--- src/rtl/bram_seq.sv ---
// Command sequencer owning the single port of a 256x8 block RAM: FILL, SUM and FIND over a wrap-around range.
// Optional macro BRAM_SEQ_VERIFY_EN: FILL re-reads its range and reports the mismatch count.
module bram_seq #(
    parameter int ADDR_W = 8,
    parameter int DATA_W = 8,
    parameter int SUM_W  = 16
) (
    input  logic              clk,
    input  logic              reset,
    input  logic              start,
    input  logic [1:0]        op,
    input  logic [ADDR_W-1:0] base,
    input  logic [ADDR_W:0]   len,
    input  logic [DATA_W-1:0] fill_data,
    output logic              busy,
    output logic              done,
    output logic [SUM_W-1:0]  result,
    output logic              found,
    output logic [DATA_W-1:0] mem_data,
    output logic              mem_rw,
    output logic [ADDR_W-1:0] mem_addr,
    input  logic [DATA_W-1:0] mem_rdata
);

    typedef enum logic [2:0] {IDLE, WRITE, READ, DRAIN, DONE} state_t;

    state_t              state, state_nx;
    logic [1:0]          op_r;
    logic [ADDR_W-1:0]   base_r;
    logic [ADDR_W:0]     len_r;
    logic [ADDR_W:0]     idx;
    logic [DATA_W-1:0]   key_r;
    logic                vld_pipe;
    logic [ADDR_W-1:0]   addr_d;
    logic                last, hit, is_fill, is_find, accept;

    assign is_fill = (op_r == 2'b00);
    assign is_find = (op_r == 2'b10);
    assign last    = (idx == len_r - 1'b1);
    assign hit     = vld_pipe && is_find && (mem_rdata == key_r);
    assign accept  = (state == IDLE) && start;

    // Address wraps naturally by truncation; idx is left at its final value so an idle port holds its address.
    assign mem_addr = base_r + idx[ADDR_W-1:0];
    assign mem_rw   = (state == WRITE);
    assign mem_data = (state == WRITE) ? key_r : '0;
    assign busy     = (state != IDLE);
    assign done     = (state == DONE);

    always_comb begin
        state_nx = state;
        case (state)
            IDLE: begin
                if (start) begin
                    if (len == '0)          state_nx = DONE;
                    else if (op == 2'b00)   state_nx = WRITE;
                    else                    state_nx = READ;
                end
            end
            WRITE: begin
                if (last) begin
`ifdef BRAM_SEQ_VERIFY_EN
                    state_nx = READ;
`else
                    state_nx = DONE;
`endif
                end
            end
            READ: begin
                if (hit)        state_nx = DONE;
                else if (last)  state_nx = DRAIN;
            end
            DRAIN:   state_nx = DONE;
            DONE:    state_nx = IDLE;
            default: state_nx = IDLE;
        endcase
    end

    always_ff @(posedge clk) begin
        if (reset) begin
            state    <= IDLE;
            op_r     <= '0;
            base_r   <= '0;
            len_r    <= '0;
            key_r    <= '0;
            idx      <= '0;
            vld_pipe <= 1'b0;
            addr_d   <= '0;
            result   <= '0;
            found    <= 1'b0;
        end else begin
            state    <= state_nx;
            // A FIND hit flushes the word still in flight.
            vld_pipe <= (state == READ) && !hit;
            addr_d   <= mem_addr;

            if ((state == WRITE || state == READ) && !last)
                idx <= idx + 1'b1;
`ifdef BRAM_SEQ_VERIFY_EN
            if (state == WRITE && last)
                idx <= '0;
`endif

            if (vld_pipe) begin
                if (is_find) begin
                    if (mem_rdata == key_r) begin
                        found  <= 1'b1;
                        result <= {{(SUM_W-ADDR_W){1'b0}}, addr_d};
                    end
                end
`ifdef BRAM_SEQ_VERIFY_EN
                else if (is_fill) begin
                    result <= result + {{(SUM_W-1){1'b0}}, (mem_rdata != key_r)};
                end
`endif
                else if (!is_fill) begin
                    result <= result + {{(SUM_W-DATA_W){1'b0}}, mem_rdata};
                end
            end

            if (accept) begin
                op_r   <= op;
                len_r  <= len;
                key_r  <= fill_data;
                result <= '0;
                found  <= 1'b0;
                if (len != '0) begin
                    base_r <= base;
                    idx    <= '0;
                end
            end
        end
    end

endmodule
--- config.mk ---
export PLATFORM = sky130hd
export DESIGN_NAME = bram_seq
export DESIGN_NICKNAME = d
export VERILOG_FILES = /design/src/rtl/bram_seq.sv
export SDC_FILE = /design/constraint.sdc
export NUM_CORES = 1
export LEC_CHECK = 0
export ABC_AREA = 1
export BUFFER_PORTS_ARGS = -buffer_cell sky130_fd_sc_hd__buf_2
export CORE_ASPECT_RATIO = 2
export CORE_MARGIN = 2
export CORE_UTILIZATION = 40
export CTS_CLUSTER_SIZE = 8
export DETAILED_ROUTE_END_ITERATION = 12
export GPL_ROUTABILITY_DRIVEN = 0
export GPL_TIMING_DRIVEN = 0
export PLACE_DENSITY = 0.72
export SLEW_MARGIN = 20
export SYNTH_ARGS = -nofsm -noshare
export SYNTH_HDL_FRONTEND = slang
export SYNTH_SLANG_ARGS = --single-unit
--- constraint.sdc ---
create_clock -name clk -period 2.55 [get_ports clk]
set_clock_uncertainty 0.05 [all_clocks]
set_input_delay 0.1275 -clock clk [delete_from_list [all_inputs] [get_ports clk]]
set_output_delay 0.1275 -clock clk [all_outputs]
set_load 0.005 [all_outputs]
# Word-level counts from Yosys, hierarchy flattened
# Index checks and enable logic that the tools add are counted.
# word_totals
wordCells,59
regBits,65
# op_classes
mux,14
addsub,4
eq_ne,12
reduce_logical,19
# ops
op,count
$mux W16,3
$mux W9,3
$add A16 B8 Y16,1
$mux W3,5
$pmux W3 S4,1
$add A9 B1 Y9 const B,1
$eq A9 B9 Y1,1
$logic_not A9 Y1,1
$reduce_and A3 Y1,3
$reduce_bool A9 Y1,1
$sub A9 B1 Y9 const B,1
$add A8 B8 Y8,1
$eq A8 B8 Y1,1
$mux W8,1
$eq A3 B2 Y1 const B,2
$ne A2 B1 Y1 const B,3
$logic_and A1 B1 Y1,5
$logic_not A2 Y1,2
$eq A3 B1 Y1 const B,1
$eq A3 B3 Y1 const B,1
$logic_not A3 Y1,1
$ne A3 B3 Y1 const B,1
$reduce_bool A3 Y1,1
$eq A2 B2 Y1 const B,1
other kinds (6),7

# Depth between registers and ports, before layout
# logic_depth
ltp_word,7
depth_mapped,15

# Least setup slack after synthesis
# No wires, ideal clock.
# synth_timing
path_type,reg2reg
from,register idx[0]
to,register addr_d[6]
t_arrival_ns,1.905
t_required_ns,2.441
period_less_slack_ns,2.015
path_slack_ns,0.535
stages_incl_launch_ff,9
path_cell_list,dfxtp_1 > ha_1 > inv_1 > fa_1 > o31ai_1 > a21oi_1 > o21bai_1 > xor2_1 > and2_1
# synth_between
elab_chain_len,1
# synth_lines
element,line_no,source
from (decl),31,logic [ADDR_W:0] idx;
from (signal assigned),98,idx <= idx + 1'b1;
$add A8 B8 Y8,44,assign mem_addr = base_r + idx[ADDR_W-1:0];
named net mem_addr[6],21,"output logic [ADDR_W-1:0] mem_addr,"
to (signal assigned),95,addr_d <= mem_addr;
to (decl),34,logic [ADDR_W-1:0] addr_d;
# The timed path passes the listed nets, and every way through them passes these cells.
# A chain may end at the register's enable or synchronous reset.

# Worst setup path after layout
# layout_timing
from,register idx[0]
to,output port mem_addr[6]
# layout_between
elab_chain_len,1
# layout_lines
element,line_no
$add A8 B8 Y8,44
to (decl),21
# Every way passes these cells.

==> results_tabular.tex <==
\begin{tabular}{lr}
\hline
Metric & Value \\
\hline
\multicolumn{2}{l}{\textbf{Floorplanning}} \\
Die Outline Area & 10800 µm² \\
Number of rows created at floorplan & 51 \\
Die extent in x & approximately 74 µm \\
Core area & between 9000 and 10000 µm² \\
Number of top-level pins & 74 \\
Effective utilization at floorplan & 41.0\% \\
Floorplan die height & $\sim$140 µm \\
\multicolumn{2}{l}{\textbf{Route}} \\
Drt via density & approximately 5.3 \\
Wire length reported by the detailed router & roughly 12000 µm \\
Average detailed-routed wire length per instance & approximately 15 µm \\
Number of detailed-route iterations in the first pass & 5 \\
Antenna violation net count after detailed routing & 0 \\
DRC violations left & 0 \\
Initial DRC count & 224 \\
Via count & about 4300 \\
\multicolumn{2}{l}{\textbf{Global routing}} \\
Total congestion overflow after global routing & 0 \\
Total routing resource utilization after global routing & 23.4\% \\
Number of antenna violations at the first check in global routing & 0 \\
Wire length of the first global-routing pass & 19400 µm \\
Number of global-route vias before repair & roughly 4400 \\
Largest net degree at the start of global routing & 11 \\
\multicolumn{2}{l}{\textbf{Timing}} \\
Fmax achieved & slightly above 400 MHz \\
Max-slew violation count & 0 \\
RSZ-0062 raised after global routing & false \\
Period utilization & approximately 96\% \\
Worst Max-Slew Pin Slew & between 0.5 and 0.6 ns \\
Final sum of negative setup slack & 0 ns \\
Final hold viol count & 0 \\
Number of setup violations in the final report & 0 \\
Post-layout min period & 2.45 ns \\
Worst slew margin & between 60\% and 70\% \\
\multicolumn{2}{l}{\textbf{Critical path}} \\
Capture point of the worst reg-to-reg path & addr\_d[6]\$\_SDFF\_PP0\_ \\
Cell breakdown of the critical path & ha\_1 > inv\_1 > fa\_2 > o31ai\_4 > a21oi\_1 > o21bai\_1 > xor2\_1 > buf\_2 \\
Origin of the critical flop-to-flop path & idx[0]\$\_SDFF\_PP0\_ \\
Slack of the worst reg-to-reg path & about 0.22 ns \\
Crit path arrival time & roughly 2.3 ns \\
CP Max Fanout & 6 \\
Kind of end point of the critical path & output pin \\
Master of the slowest instance on the critical path & dfxtp\_2 \\
Crit path launch type & flip-flop \\
Worst setup path endpoint & mem\_addr[6] \\
Cells on worst reg2reg path & 11 \\
Critical Path RT & around 2.4 ns \\
Type of the worst setup path & reg2out \\
Largest stage delay on the critical path & 0.38 ns \\
Startpoint of the most critical setup path & idx[0]\$\_SDFF\_PP0\_ \\
\multicolumn{2}{l}{\textbf{Logic synthesis}} \\
Post-Syn Nets & around 640 \\
Share of synthesized area occupied by flip-flops and latches & between 30\% and 40\% \\
Fraction of registers with async set or reset after synthesis & 0\% \\
Post-Syn Area & slightly below 4000 µm² \\
EDFF count, synth & 0 \\
Count leader, synth & nand2\_1 \\
Distinct cell type count of the synthesized netlist & 40 \\
Cell count after synthesis & 585 \\
Synthesis-stage register bit count & 65 \\
Commonest cells in the netlist & nand2\_1 (107), nor2\_1 (79), dfxtp\_1 (65) \\
Yosys warning count & 0 \\
Post-synthesis cell type with the largest combined area & dfxtp\_1 \\
Share of the synthesized area in the top cell type & 32.7\% \\
Top area cells in the synthesized netlist & dfxtp\_1 (33\%), nand2\_1 (10\%), nor2\_1 (7.5\%) \\
Most frequently used flop master after synthesis & dfxtp\_1 \\
Avg Cell Area, Syn & $\sim$6.8 µm² \\
\multicolumn{2}{l}{\textbf{Clock tree}} \\
Maximum count of clock buffers along a single path & 2 \\
Clk Tree Root Cell & clkbuf\_16 \\
Number of clock buffers inserted by TritonCTS & 9 \\
TritonCTS sink count & 65 \\
TritonCTS clock tree & done \\
Later-pin clock latency in the skew report & 0.33 ns \\
Clock-pin slew on the worst setup and hold paths & $\sim$0.050 ns \\
Maximum level of the CTS H-tree & 3 \\
\multicolumn{2}{l}{\textbf{Power}} \\
Share of power burned in registers & approximately a third \\
Total internal power & about 0.0026 W \\
Power per standard cell area & a little under 900 nW/µm² \\
Switching power of the nets & 0.00173 W \\
Switching fraction of total power & $\sim$40\% \\
Leakage power & about 2.3 nW \\
Proportion of power drawn by the clock network & between 20\% and 30\% \\
VDD IR-drop max & roughly 0.53 mV \\
Combinational group share of total power & 39.7\% \\
\multicolumn{2}{l}{\textbf{Placement}} \\
HPWL Detailed & between 9000 and 10000 µm \\
\# port buffers & 73 \\
Placed Instances & between 700 and 800 \\
\multicolumn{2}{l}{\textbf{Finish}} \\
Final net count & 738 \\
Fill cell total of the finished layout & slightly below 1000 \\
Final non-filler cell total & 818 \\
Layout cells sized above 1 & 18.8\% \\
Layout-stage area growth over the synthesis result & 23.9\% \\
Number of antenna repair diodes & 0 \\
\multicolumn{2}{l}{\textbf{Worst hold path}} \\
Min-delay worst type & in2reg \\
\multicolumn{2}{l}{\textbf{Outcome}} \\
Status & finished, final reports clean \\
\multicolumn{2}{l}{\textbf{Job}} \\
Max-cap violations & 0 \\
\hline
\end{tabular}
[area by class of cell]
class / count / area [µm²] / share of cell area, %
sequential: 65 / 1300 / 26.4
timing repair buffer: 85 / 478 / 9.70
inverter: 75 / 282 / 5.72
clock inverter: 3 / 40.0 / 0.813
clock buffer: 13 / 250 / 5.08
buffer: 12 / 58.8 / 1.19
tap: 132 / 165 / 3.35
multi-input combinational: 433 / 2350 / 47.7
[worst min-delay path by stage]
stage / slack, ns / startpoint / cells after the start / endpoint
2_1_floorplan: 0.21 / base[0] / 2 / base_r[0]$_SDFFE_PP0P_
3_3_place_gp: 0.30 / base[3] / 3 / base_r[3]$_SDFFE_PP0P_
3_5_place_dp: 0.30 / base[2] / 3 / base_r[2]$_SDFFE_PP0P_
4_1_cts: 0.0002 / len[8] / 3 / len_r[8]$_SDFFE_PP0P_
5_1_grt: 0.02 / len[8] / 3 / len_r[8]$_SDFFE_PP0P_
6_report: 0.01 / op[0] / 3 / op_r[0]$_SDFFE_PP0P_
[critical path, delay by kind of cell, from the launching register on]
family / cells / cell delay, ns
buffers and inverters: 2 / 0.23
XOR/XNOR: 1 / 0.25
AO/OA/AOI/OAI: 3 / 0.52
adder cells (fa/ha/maj): 2 / 0.56
flip-flops: 1 / 0.38
[logic make-up (layout without fill, tap and decap cells)]
logic type | after synthesis | in the layout | synth area share, %
simple gates | 266 | 266 | 30.2
compound gates | 121 | 121 | 16.1
buf+inv | 87 | 188 | 8.56
flops | 65 | 65 | 32.7
xor+xnor | 27 | 27 | 5.95
fa+ha+maj | 19 | 19 | 6.36
[per-layer routing]
| layer | wire, µm | global-route usage [%] | share of wire, % | vias up |
|---|---|---|---|---|
| li1 | - | - | - | 2114 |
| met1 | 4180 | 21.6 | 35 | 1976 |
| met2 | 6430 | 43.1 | 54 | 167 |
| met3 | 535 | 4.31 | 4.5 | 64 |
| met4 | 865 | 15.7 | 7.2 | 0 |
| met5 | 0 | 0 | 0 | - |
[flip-flops by register name (all words and copies together), names as in the netlist]
register	flops
result	16
idx	9
len_r	9
addr_d	8
base_r	8
key_r	8
state	3
op_r	2
found	1
vld_pipe	1
[metrics by stage]
step	area, µm²	util [%]	worst slack, ns	hold WS [ns]	power (W)
2_1_floorplan	3980	-	0.535	0.212	0.00256
3_3_place_gp	4510	46.5	0.218	0.301	0.00300
3_5_place_dp	4510	46.5	0.166	0.305	0.00306
4_1_cts	4930	50.8	0.0605	0.000164	0.00433
5_1_grt	4930	50.8	0.00692	0.0229	0.00464
6_report	4930	50.8	0.0975	0.0120	0.00433
[timing repair]
item / CTS / global route
resized for setup: 4 / 0
hold endpoints to repair: 9 / 0
setup endpoints to repair: 1 / 1
buffers inserted: 3 / 0
hold buffers: 9 / 0
pin swaps: 1 / 3
[power groups by stage]
| stage | clock, W | sequential (W) | combinational (W) |
|---|---|---|---|
| after global routing | 0.00128 | 0.00141 | 0.00194 |
| after CTS | 0.00123 | 0.00139 | 0.00171 |
| final | 0.00122 | 0.00139 | 0.00172 |
| after detailed placement | 0 | 0.00141 | 0.00165 |
| after global placement | 0 | 0.00140 | 0.00160 |
| after floorplan | 0 | 0.00135 | 0.00121 |
[layout by cell type (no fill, tap or decap), types with 9 or more instances in the layout]
cell type and instances:
inv_2 12, buf_2 75, ha_1 17, nand3_1 30, xnor2_1 9, o21ai_1 11, nor2_1 79, nand2_1 107
dfxtp_1 64, clkbuf_16 9, xor2_1 18, inv_1 63, o21ai_0 40, clkbuf_1 9, a21oi_1 58, dlygate4sd3_1 9
(Power assumes the default switching activity.)
